$ cat src/rtl/sram_arb_pkg.sv
// sram_arb_pkg: shared state type and default timeout for the SRAM arbiter
package sram_arb_pkg;

    typedef enum logic [1:0] {ARB_IDLE, ARB_ISSUE, ARB_WAIT_DONE, ARB_RESP} arb_state_t;

    localparam int TIMEOUT_CYCLES_DEF = 255;

endpackage

$ cat src/rtl/sram_arbiter_if.sv
// sram_arbiter_if: requester and SRAM-controller signals of the arbiter
//   requester side : req, req_we, req_addr0/1, req_wdata0/1 -> done, err, rdata, arb_busy
//   controller side: sram_trigger, sram_we, sram_addr, sram_wdata -> sram_busy, sram_read_data
//   master = requesters + controller, slave = arbiter
interface sram_arbiter_if #(
    parameter int ADDR_W = 17,
    parameter int DATA_W = 8
);

    logic [1:0]        req, req_we, done, err;
    logic [ADDR_W-1:0] req_addr0, req_addr1, sram_addr;
    logic [DATA_W-1:0] req_wdata0, req_wdata1, sram_wdata, sram_read_data, rdata;
    logic              arb_busy, sram_trigger, sram_we, sram_busy;

    modport master (
        output req, req_we, req_addr0, req_addr1, req_wdata0, req_wdata1, sram_busy, sram_read_data,
        input  done, err, rdata, arb_busy, sram_trigger, sram_we, sram_addr, sram_wdata
    );

    modport slave (
        input  req, req_we, req_addr0, req_addr1, req_wdata0, req_wdata1, sram_busy, sram_read_data,
        output done, err, rdata, arb_busy, sram_trigger, sram_we, sram_addr, sram_wdata
    );

endinterface

$ cat src/rtl/sram_arbiter_rr.sv
// rr_arbiter2: combinational 2-way round-robin pick
//   req       in  pending requests
//   last_gnt  in  previous winner
//   gnt_idx   out chosen requester
//   gnt_valid out any request pending
module rr_arbiter2 (
    input  logic [1:0] req,
    input  logic       last_gnt,
    output logic       gnt_idx,
    output logic       gnt_valid
);

    assign gnt_valid = |req;
    // on a tie the requester that did not win last time goes next
    assign gnt_idx   = &req ? ~last_gnt : req[1];

endmodule

$ cat src/rtl/sram_arbiter.sv
// sram_arbiter: round-robin sharing of one SRAM controller port between two requesters
//   clk, rst  sole clock, synchronous active-high reset
//   bus       sram_arbiter_if.slave: requester request/done/err/rdata and controller trigger/busy
module sram_arbiter
    import sram_arb_pkg::*;
#(
    parameter int ADDR_W         = 17,
    parameter int DATA_W         = 8,
    parameter int TIMEOUT_CYCLES = TIMEOUT_CYCLES_DEF
) (
    input logic           clk,
    input logic           rst,
    sram_arbiter_if.slave bus
);

    localparam int               CNT_W   = $clog2(TIMEOUT_CYCLES + 1);
    localparam logic [CNT_W-1:0] CNT_MAX = CNT_W'(TIMEOUT_CYCLES);

    arb_state_t       state;
    logic             pick, pick_valid, gnt_idx, last_gnt, timed_out;
    logic [CNT_W-1:0] cnt;
    logic [1:0]       gnt_mask;

    rr_arbiter2 u_rr (
        .req      (bus.req),
        .last_gnt (last_gnt),
        .gnt_idx  (pick),
        .gnt_valid(pick_valid)
    );

    // every output is a register or a decode of registered state
    assign gnt_mask         = gnt_idx ? 2'b10 : 2'b01;
    assign bus.sram_trigger = state == ARB_ISSUE;
    assign bus.arb_busy     = state != ARB_IDLE;
    assign bus.done         = state == ARB_RESP ? gnt_mask : 2'b00;
    assign bus.err          = state == ARB_RESP && timed_out ? gnt_mask : 2'b00;

    always_ff @(posedge clk) begin
        if (rst) begin
            state          <= ARB_IDLE;
            last_gnt       <= 1'b1;
            gnt_idx        <= 1'b0;
            timed_out      <= 1'b0;
            cnt            <= '0;
            bus.sram_we    <= 1'b0;
            bus.sram_addr  <= '0;
            bus.sram_wdata <= '0;
            bus.rdata      <= '0;
        end else begin
            case (state)
                ARB_IDLE: if (pick_valid) begin
                    state          <= ARB_ISSUE;
                    gnt_idx        <= pick;
                    last_gnt       <= pick;
                    timed_out      <= 1'b0;
                    cnt            <= '0;
                    bus.sram_we    <= bus.req_we[pick];
                    bus.sram_addr  <= pick ? bus.req_addr1 : bus.req_addr0;
                    bus.sram_wdata <= pick ? bus.req_wdata1 : bus.req_wdata0;
                end
                ARB_ISSUE: begin
                    // saturating, so a late busy can never alias a wrapped count
                    cnt <= cnt == CNT_MAX ? cnt : cnt + 1'b1;
                    if (bus.sram_busy) begin
                        state <= ARB_WAIT_DONE;
                    end else if (cnt == CNT_MAX) begin
                        state     <= ARB_RESP;
                        timed_out <= 1'b1;
                    end
                end
                ARB_WAIT_DONE: if (!bus.sram_busy) begin
                    state <= ARB_RESP;
                    if (!bus.sram_we) bus.rdata <= bus.sram_read_data;
                end
                default: state <= ARB_IDLE;
            endcase
        end
    end

endmodule

$ cat src/flat_wrapper.sv
// flat-port wrapper written by rule: the top's interface ports become plain ports
module sram_arbiter_flat import sram_arb_pkg::*;
#(
    parameter int ADDR_W         = 17,
    parameter int DATA_W         = 8,
    parameter int TIMEOUT_CYCLES = TIMEOUT_CYCLES_DEF
)
  (clk, rst, bus_req, bus_req_we, bus_req_addr0, bus_req_addr1, bus_req_wdata0, bus_req_wdata1, bus_sram_busy, bus_sram_read_data, bus_done, bus_err, bus_rdata, bus_arb_busy, bus_sram_trigger, bus_sram_we, bus_sram_addr, bus_sram_wdata);
  sram_arbiter_if #(.ADDR_W(ADDR_W), .DATA_W(DATA_W)) bus_i ();
  input logic clk;
  input logic rst;
  input wire logic [$bits(bus_i.req)-1:0] bus_req;
  input wire logic [$bits(bus_i.req_we)-1:0] bus_req_we;
  input wire logic [$bits(bus_i.req_addr0)-1:0] bus_req_addr0;
  input wire logic [$bits(bus_i.req_addr1)-1:0] bus_req_addr1;
  input wire logic [$bits(bus_i.req_wdata0)-1:0] bus_req_wdata0;
  input wire logic [$bits(bus_i.req_wdata1)-1:0] bus_req_wdata1;
  input wire logic [$bits(bus_i.sram_busy)-1:0] bus_sram_busy;
  input wire logic [$bits(bus_i.sram_read_data)-1:0] bus_sram_read_data;
  output wire logic [$bits(bus_i.done)-1:0] bus_done;
  output wire logic [$bits(bus_i.err)-1:0] bus_err;
  output wire logic [$bits(bus_i.rdata)-1:0] bus_rdata;
  output wire logic [$bits(bus_i.arb_busy)-1:0] bus_arb_busy;
  output wire logic [$bits(bus_i.sram_trigger)-1:0] bus_sram_trigger;
  output wire logic [$bits(bus_i.sram_we)-1:0] bus_sram_we;
  output wire logic [$bits(bus_i.sram_addr)-1:0] bus_sram_addr;
  output wire logic [$bits(bus_i.sram_wdata)-1:0] bus_sram_wdata;
  assign bus_i.req = bus_req;
  assign bus_i.req_we = bus_req_we;
  assign bus_i.req_addr0 = bus_req_addr0;
  assign bus_i.req_addr1 = bus_req_addr1;
  assign bus_i.req_wdata0 = bus_req_wdata0;
  assign bus_i.req_wdata1 = bus_req_wdata1;
  assign bus_i.sram_busy = bus_sram_busy;
  assign bus_i.sram_read_data = bus_sram_read_data;
  assign bus_done = bus_i.done;
  assign bus_err = bus_i.err;
  assign bus_rdata = bus_i.rdata;
  assign bus_arb_busy = bus_i.arb_busy;
  assign bus_sram_trigger = bus_i.sram_trigger;
  assign bus_sram_we = bus_i.sram_we;
  assign bus_sram_addr = bus_i.sram_addr;
  assign bus_sram_wdata = bus_i.sram_wdata;
  sram_arbiter #(.ADDR_W(ADDR_W), .DATA_W(DATA_W), .TIMEOUT_CYCLES(TIMEOUT_CYCLES)) u_core (.clk(clk), .rst(rst), .bus(bus_i));
endmodule
$ cat config.mk
export PLATFORM = sky130hd
export DESIGN_NAME = sram_arbiter_flat
export DESIGN_NICKNAME = d
export VERILOG_FILES = /design/src/rtl/sram_arb_pkg.sv /design/src/rtl/sram_arbiter_if.sv /design/src/rtl/sram_arbiter_rr.sv /design/src/rtl/sram_arbiter.sv /design/src/flat_wrapper.sv
export SDC_FILE = /design/constraint.sdc
export NUM_CORES = 1
export LEC_CHECK = 0
export BUFFER_PORTS_ARGS = -buffer_cell sky130_fd_sc_hd__buf_2
export CORE_MARGIN = 10
export CORE_UTILIZATION = 40
export DETAILED_ROUTE_END_ITERATION = 10
export MAX_ROUTING_LAYER = met4
export PLACE_DENSITY = 0.7
export SYNTH_ARGS = -nofsm -noshare
export SYNTH_HDL_FRONTEND = slang
export SYNTH_SLANG_ARGS = --single-unit
$ cat constraint.sdc
create_clock -name clk -period 3 [get_ports clk]
set_input_delay 0.15 -clock clk [delete_from_list [all_inputs] [get_ports clk]]
set_output_delay 0.15 -clock clk [all_outputs]
set_load 0.02 [all_outputs]
==> flow_metrics.tcl, run 1 <==
set metrics [dict create \
    htreeDepth 2 \
    worstHoldPathType "input pin to flop" \
    endpoint_kind "flop" \
    initial_utilization_pct 41.0 \
    status "completed" \
    rsz0062_at_grt "false" \
    die_h_um 94.9 \
    post_route_cells_drive_above_1_share_pct 36.5 \
    crit_chain "inv_1 -> ha_1 -> inv_1 -> nor2_4 -> buf_12 -> nor2_1 -> a211oi_1" \
    critical-path-top-delay-family "simple AND/OR/NAND/NOR gates" \
    power_frac_seq_pct 34.7 \
    hold_violations 0 \
    cts_buffers 5 \
    place_area_um2 2830 \
    ant_nets 0 \
    synth_edf_count 0 \
    combPwrFrac_pct 43.8 \
    fin_nets 409 \
    powerDensity_nw_per_um2 842 \
    fin_util_pct 54.1 \
    async_flop_share_pct 0 \
    place.port_buffers 104 \
    power_leakage_nw 1.36 \
    grt_max_degree 33 \
    worstPathArrival_ps 2230 \
    path_clk_slew_ps 80 \
    ys_warn_count 0 \
    seqCellArea_um2 941 \
    max_slew.worst_pin.slew_ps 781 \
    crit_top_cell "inv_1" \
    max_freq_mhz 494 \
    grt_overflow_total 0 \
    grt_antenna_before_repair 0 \
    post_cts_buffers 0 \
    slew_headroom_pct 47.8 \
    cts.repair.resized 0 \
    wl_met1_um 2840 \
    path_class "flop to flop" \
    fillers 550 \
    vdd_drop_max_mv 0.373 \
    drv_slew 0 \
    routed_wl_um 5940 \
    dieWidth_um 94.9 \
    cts.sinks 47 \
    io_pins 105 \
    synth-seq-cells 47 \
    fin_skew_ps 9.59 \
    fin_setup_tns_ps 0 \
    worst-path-buf-inv 3 \
    syn2layout_area_growth_pct 31.9 \
    num_vias 2047 \
    power.switching_mw 0.972 \
    dieArea_um2 9010 \
    drtPass1Iterations 4 \
    wl_per_cell_um 14.4 \
    clockBufferDepth 2 \
    diodes 0 \
    hpwlAfterDp_um 4760 \
    yosysUniqueCellTypes 43 \
    syn_area_per_cell_um2 9.32 \
    cpPeakStageDelay_ps 500 \
    gp_congestion 0.843 \
    wl_met3_um 532 \
    cts_tree "yes" \
    maxCapViolCount 0 \
    p_int_mw 1.52 \
    p_sw_share_pct 39.0 \
    cp.required_ps 3210 \
    multiInputGateArea_um2 1220 \
    netlist_area_um2 2250 \
    cp-start-kind "flop" \
    postCtsHoldBufs 0 \
    slowest_stage "nor2_4" \
    synth_ff_type "dfxtp_1" \
    core_um2 5470 \
    routed.top_layer "met4" \
    grt_usage_pct 14.2 \
    insertion_delay_ps 290 \
    min_period_ps 2020 \
    setup_viol 0 \
    grt_pass1_wl_um 10100 \
    syn-num-nets 311 \
    post-route-period-util_pct 67.5 \
    root_buffer "clkbuf_8" \
    syn-instance-count 241 \
    grt_pass1_vias 2174 \
    path_max_fanout 27 \
    clkPwrFrac_pct 21.5 \
    synth_seq_area_share_pct 41.9 \
    drc_errors 0 \
    stdcell_area_um2 2960 \
    drt_iter0_markers 64 \
    viasPerCell 4.97 \
    wl_met2_um 2520 \
    num_rows 27 \
]
[worst paths after layout]
| path | startpoint | to | slack (ps) | cells after the start |
|---|---|---|---|---|
| max | u_core.state[1] | u_core.bus.sram_wdata[1] | 980 | 7 |
| min | bus_sram_read_data[6] | u_core.bus.rdata[6] | 90 | 3 |
| max reg2reg | u_core.state[1] | u_core.bus.sram_wdata[1] | 980 | 7 |
| min reg2reg | u_core.bus.rdata[3] | u_core.bus.rdata[3] | 490 | 2 |
[metal layers]
layer | vias up | global-route usage, %
met1 | 889 | 17.9
met2 | 88 | 20.5
met4 | 0 | 3.37
li1 | 1065 | -
met3 | 5 | 5.79
met5 | - | -
[flip-flops by register name (all words and copies together), names as in the netlist]
name / count
u_core.cnt: 8
u_core.bus.rdata: 8
u_core.gnt_idx: 1
u_core.timed_out: 1
u_core.last_gnt: 1
u_core.bus.sram_wdata: 8
u_core.bus.sram_we: 1
u_core.bus.sram_addr: 17
u_core.state: 2
[layout make-up]
| type | count | area share (%) |
|---|---|---|
| clock buffers | 6 | 2.45 |
| well taps | 72 | 3.04 |
| repair buffers | 108 | 19.0 |
| multi-input cells | 172 | 41.1 |
| flip-flops and latches | 47 | 31.8 |
| clock inverters | 2 | 2.03 |
| inverters | 5 | 0.633 |
[synth_stat cells, types with 2 or more instances]
cell type / count / area share, %
dfxtp_1: 47 / 42
nor2_1: 38 / 6.4
mux2i_1: 34 / 15
a211oi_1: 27 / 9.0
nand2_1: 11 / 1.8
a21oi_1: 7 / 1.6
clkbuf_1: 7 / 1.2
a31oi_1: 5 / 1.4
buf_2: 5 / 1.1
ha_1: 5 / 2.8
inv_1: 5 / 0.84
nand3_1: 5 / 1.1
o21ai_0: 4 / 0.89
and2_1: 3 / 0.84
nor3_1: 3 / 0.67
nor4_1: 3 / 0.84
and3_1: 2 / 0.56
buf_6: 2 / 1.0
clkbuf_2: 2 / 0.45
nor2b_1: 2 / 0.56
nor3b_1: 2 / 0.67
[cells in the final DEF, fill, tap and decap left out, types with 2 or more instances in the layout]
cell / count
nand3_1: 5
ha_1: 5
and3_1: 2
o21ai_0: 4
nor3_1: 3
buf_2: 104
clkbuf_8: 5
nor2_1: 37
nand2_1: 11
buf_4: 3
a21oi_1: 7
a211oi_1: 27
nor4_1: 3
mux2i_1: 34
nor2b_1: 2
and2_1: 3
a31oi_1: 5
inv_1: 5
bufinv_16: 2
dfxtp_1: 47
nor3b_1: 2
[kinds of logic after synthesis]
kind of cell,share of synthesized area (%)
AO/OA/AOI/OAI,17.1
AND/OR/NAND/NOR,18.3
multiplexers,15.2
flip-flops,41.9
adder cells (fa/ha/maj),2.79
buffers and inverters,4.74
[power groups by stage]
stage | combinational [mW] | sequential (mW) | clock, mW
floorplan | 0.606 | 1.03 | 0
global placement | 1.09 | 0.874 | 0
detailed placement | 1.11 | 0.879 | 0
CTS | 1.11 | 0.867 | 0.550
global route | 1.23 | 0.886 | 0.581
finish | 1.09 | 0.865 | 0.536
[metrics by stage]
step / hold WS, ps / instances / power, mW / setup WS, ps
after global placement: 389 / 404 / 1.97 / 1100
after CTS: 85.4 / 412 / 2.53 / 958
final: 94.0 / 412 / 2.50 / 975
after detailed placement: 398 / 404 / 1.99 / 974
after global routing: 93.5 / 412 / 2.69 / 697
after floorplan: 297 / 241 / 1.64 / 1270
[worst register-to-register path: stages (launching register included)]
cell and delay, ps:
dfxtp_1 340, inv_1 110, ha_1 320, inv_1 160
nor2_4 500, buf_12 250, nor2_1 60, a211oi_1 210
Power figures use the tool's default switching activity.
==> inputs of run 2 (changes only) <==
--- a/config.mk
+++ b/config.mk
@@ -10,7 +10,7 @@
 export CORE_UTILIZATION = 40
 export DETAILED_ROUTE_END_ITERATION = 10
 export MAX_ROUTING_LAYER = met4
-export PLACE_DENSITY = 0.7
+export PLACE_DENSITY = 0.73
 export SYNTH_ARGS = -nofsm -noshare
 export SYNTH_HDL_FRONTEND = slang
 export SYNTH_SLANG_ARGS = --single-unit
==> constraint.sdc (replaced) <==
create_clock -name clk -period 1.6 [get_ports clk]
set_input_delay 0.08 -clock clk [delete_from_list [all_inputs] [get_ports clk]]
set_output_delay 0.08 -clock clk [all_outputs]
set_load 0.02 [all_outputs]
==> run 2 against run 1 <==
- worst setup slack worse by 940 ps
- core utilization is 4.4 points higher
- total power grew 100%
- largest power group unchanged
- largest cell class unchanged
- clock power increased by 35%
- clock skew up 3.3 ps
- via count rose by 7.1%
- sequential share of layout area down 2.3 points
==> flow_metrics.tcl, run 2 (synthesis gave the netlist of run 1 again) <==
set metrics [dict create \
    status "completed" \
    grt_pass1_vias 2253 \
    grt_usage_pct 14.3 \
    postCtsHoldBufs 0 \
    cp-start-kind "flop" \
    critPathLaunch "u_core.state[1]" \
    max_slew.worst_pin.slew_ps 318 \
    root_buffer "clkbuf_8" \
    routed_wl_um 6630 \
    r2r_slack_ps 30 \
    io_pins 105 \
    path_max_fanout 5 \
    vdd_drop_max_mv 0.883 \
    num_rows 27 \
    grt_max_degree 54 \
    mostFrequentLayoutCells "buf_2, dfxtp_1, nor2_1, mux2i_1, a211oi_1" \
    fin_nets 424 \
    cts.sinks 47 \
    stdcell_area_um2 3200 \
    hpwlAfterDp_um 4910 \
    clockBufferDepth 2 \
    regMostFlops "u_core.bus.sram_addr" \
    maxCapViolCount 0 \
    worstPathArrival_ps 1790 \
    grt_pass1_wl_um 10200 \
    num_vias 2193 \
    max_freq_mhz 638 \
    cts_buffers 5 \
    drv_slew 0 \
    die_h_um 94.9 \
    gp_congestion 0.872 \
    drt_iter0_markers 51 \
    hold_depth 3 \
    fin_skew_ps 12.9 \
    syn2layout_area_growth_pct 42.6 \
    power_leakage_nw 1.46 \
    post-route-period-util_pct 97.9 \
    setup_viol 0 \
    drc_errors 0 \
    layout_commonest_cell "buf_2" \
    drtPass1Iterations 4 \
    place_area_um2 2950 \
    rr_startpoint "u_core.state[1]" \
    power_mw 4.99 \
    ant_nets 0 \
    worstHoldPathType "input pin to flop" \
    viasPerCell 5.15 \
    hold_violations 0 \
    endpoint_kind "flop" \
    htreeDepth 2 \
    wl_per_cell_um 15.6 \
    path_clk_slew_ps 80 \
    place.port_buffers 104 \
    core_um2 5470 \
    cp.required_ps 1820 \
    grt_antenna_before_repair 0 \
    min_period_ps 1570 \
    cts_tree "yes" \
    worst_r2r_path_depth 7 \
    path_class "flop to flop" \
    post_route_cells_drive_above_1_share_pct 46.3 \
    insertion_delay_ps 300 \
    fin_util_pct 58.5 \
    rsz0062_at_grt "true" \
    diodes 0 \
    dieWidth_um 94.9 \
    dieArea_um2 9010 \
    reg2reg_to "u_core.cnt[4]" \
    min_from "bus_sram_read_data[1]" \
    grt_overflow_total 0 \
    initial_utilization_pct 41.0 \
    slew_headroom_pct 78.8 \
    largest_reg_flops 17 \
    hold_path_end "u_core.bus.rdata[1]" \
    powerDensity_nw_per_um2 1560 \
]
## run 2: cell types whose count changed in the layout (fill, tap and decap cells not counted), moves of 3 or more
| cell | before | now |
|---|---|---|
| dfxtp_2 | 0 | 3 |
| a211oi_2 | 0 | 10 |
| buf_4 | 3 | 14 |
| a211oi_1 | 27 | 17 |
| dfxtp_1 | 47 | 44 |
| ha_1 | 5 | 2 |
## run 2: final cells by class
class | count | area (µm²)
multi-input cells | 172 | 1330
repair buffers | 123 | 727
fillers | 506 | 2270
well taps | 72 | 90.1
clock inverters | 1 | 5.00
clock buffers | 6 | 82.6
inverters | 5 | 18.8
flip-flops and latches | 47 | 945
## run 2: routing by layer
layer / part of all wire [%] / GRT usage, %
met1: 45 / 17.1
met5: 0 / -
met2: 44 / 21.6
met3: 9.0 / 5.63
met4: 1.6 / 4.61
## run 2: worst max path at each step
stage	endpoint	slack, ps	cells past startpoint
final	u_core.cnt[4]	30	7
after global routing	u_core.bus.sram_addr[14]	-70	8
after CTS	u_core.state[0]	20	7
after detailed placement	u_core.state[0]	-60	5
after global placement	u_core.state[0]	30	5
after floorplan	u_core.cnt[6]	-100	7
## run 2: what timing repair did
action / in CTS / in global routing
setup endpoints to repair: 3 / 42
pin swaps: 1 / 2
cloned: 0 / 2
resized for setup: 3 / 21
buffers inserted: 0 / 1
## run 2: where the power goes
group          switching (mW)  internal [mW]
logic                    1.51           1.13
registers               0.160           1.47
clock network           0.386          0.340
total                    2.06           2.93
## run 2: critical path: stages, from the launching register on
cell,delay [ps]
dfxtp_2,330
inv_2,60
ha_1,210
inv_1,120
o311ai_4,360
buf_4,200
nand2_1,60
a21oi_1,150
## run 2: per-stage QoR
stage | worst slack, ps | cells | hold WS (ps) | setup TNS, ps
after floorplan | -96.2 | 241 | 227 | -101
after global placement | 27.3 | 416 | 319 | 0
after detailed placement | -64.0 | 416 | 328 | -82.4
after CTS | 21.4 | 423 | 19.0 | 0
after global routing | -71.4 | 426 | 39.5 | -602
final | 33.6 | 426 | 27.7 | 0
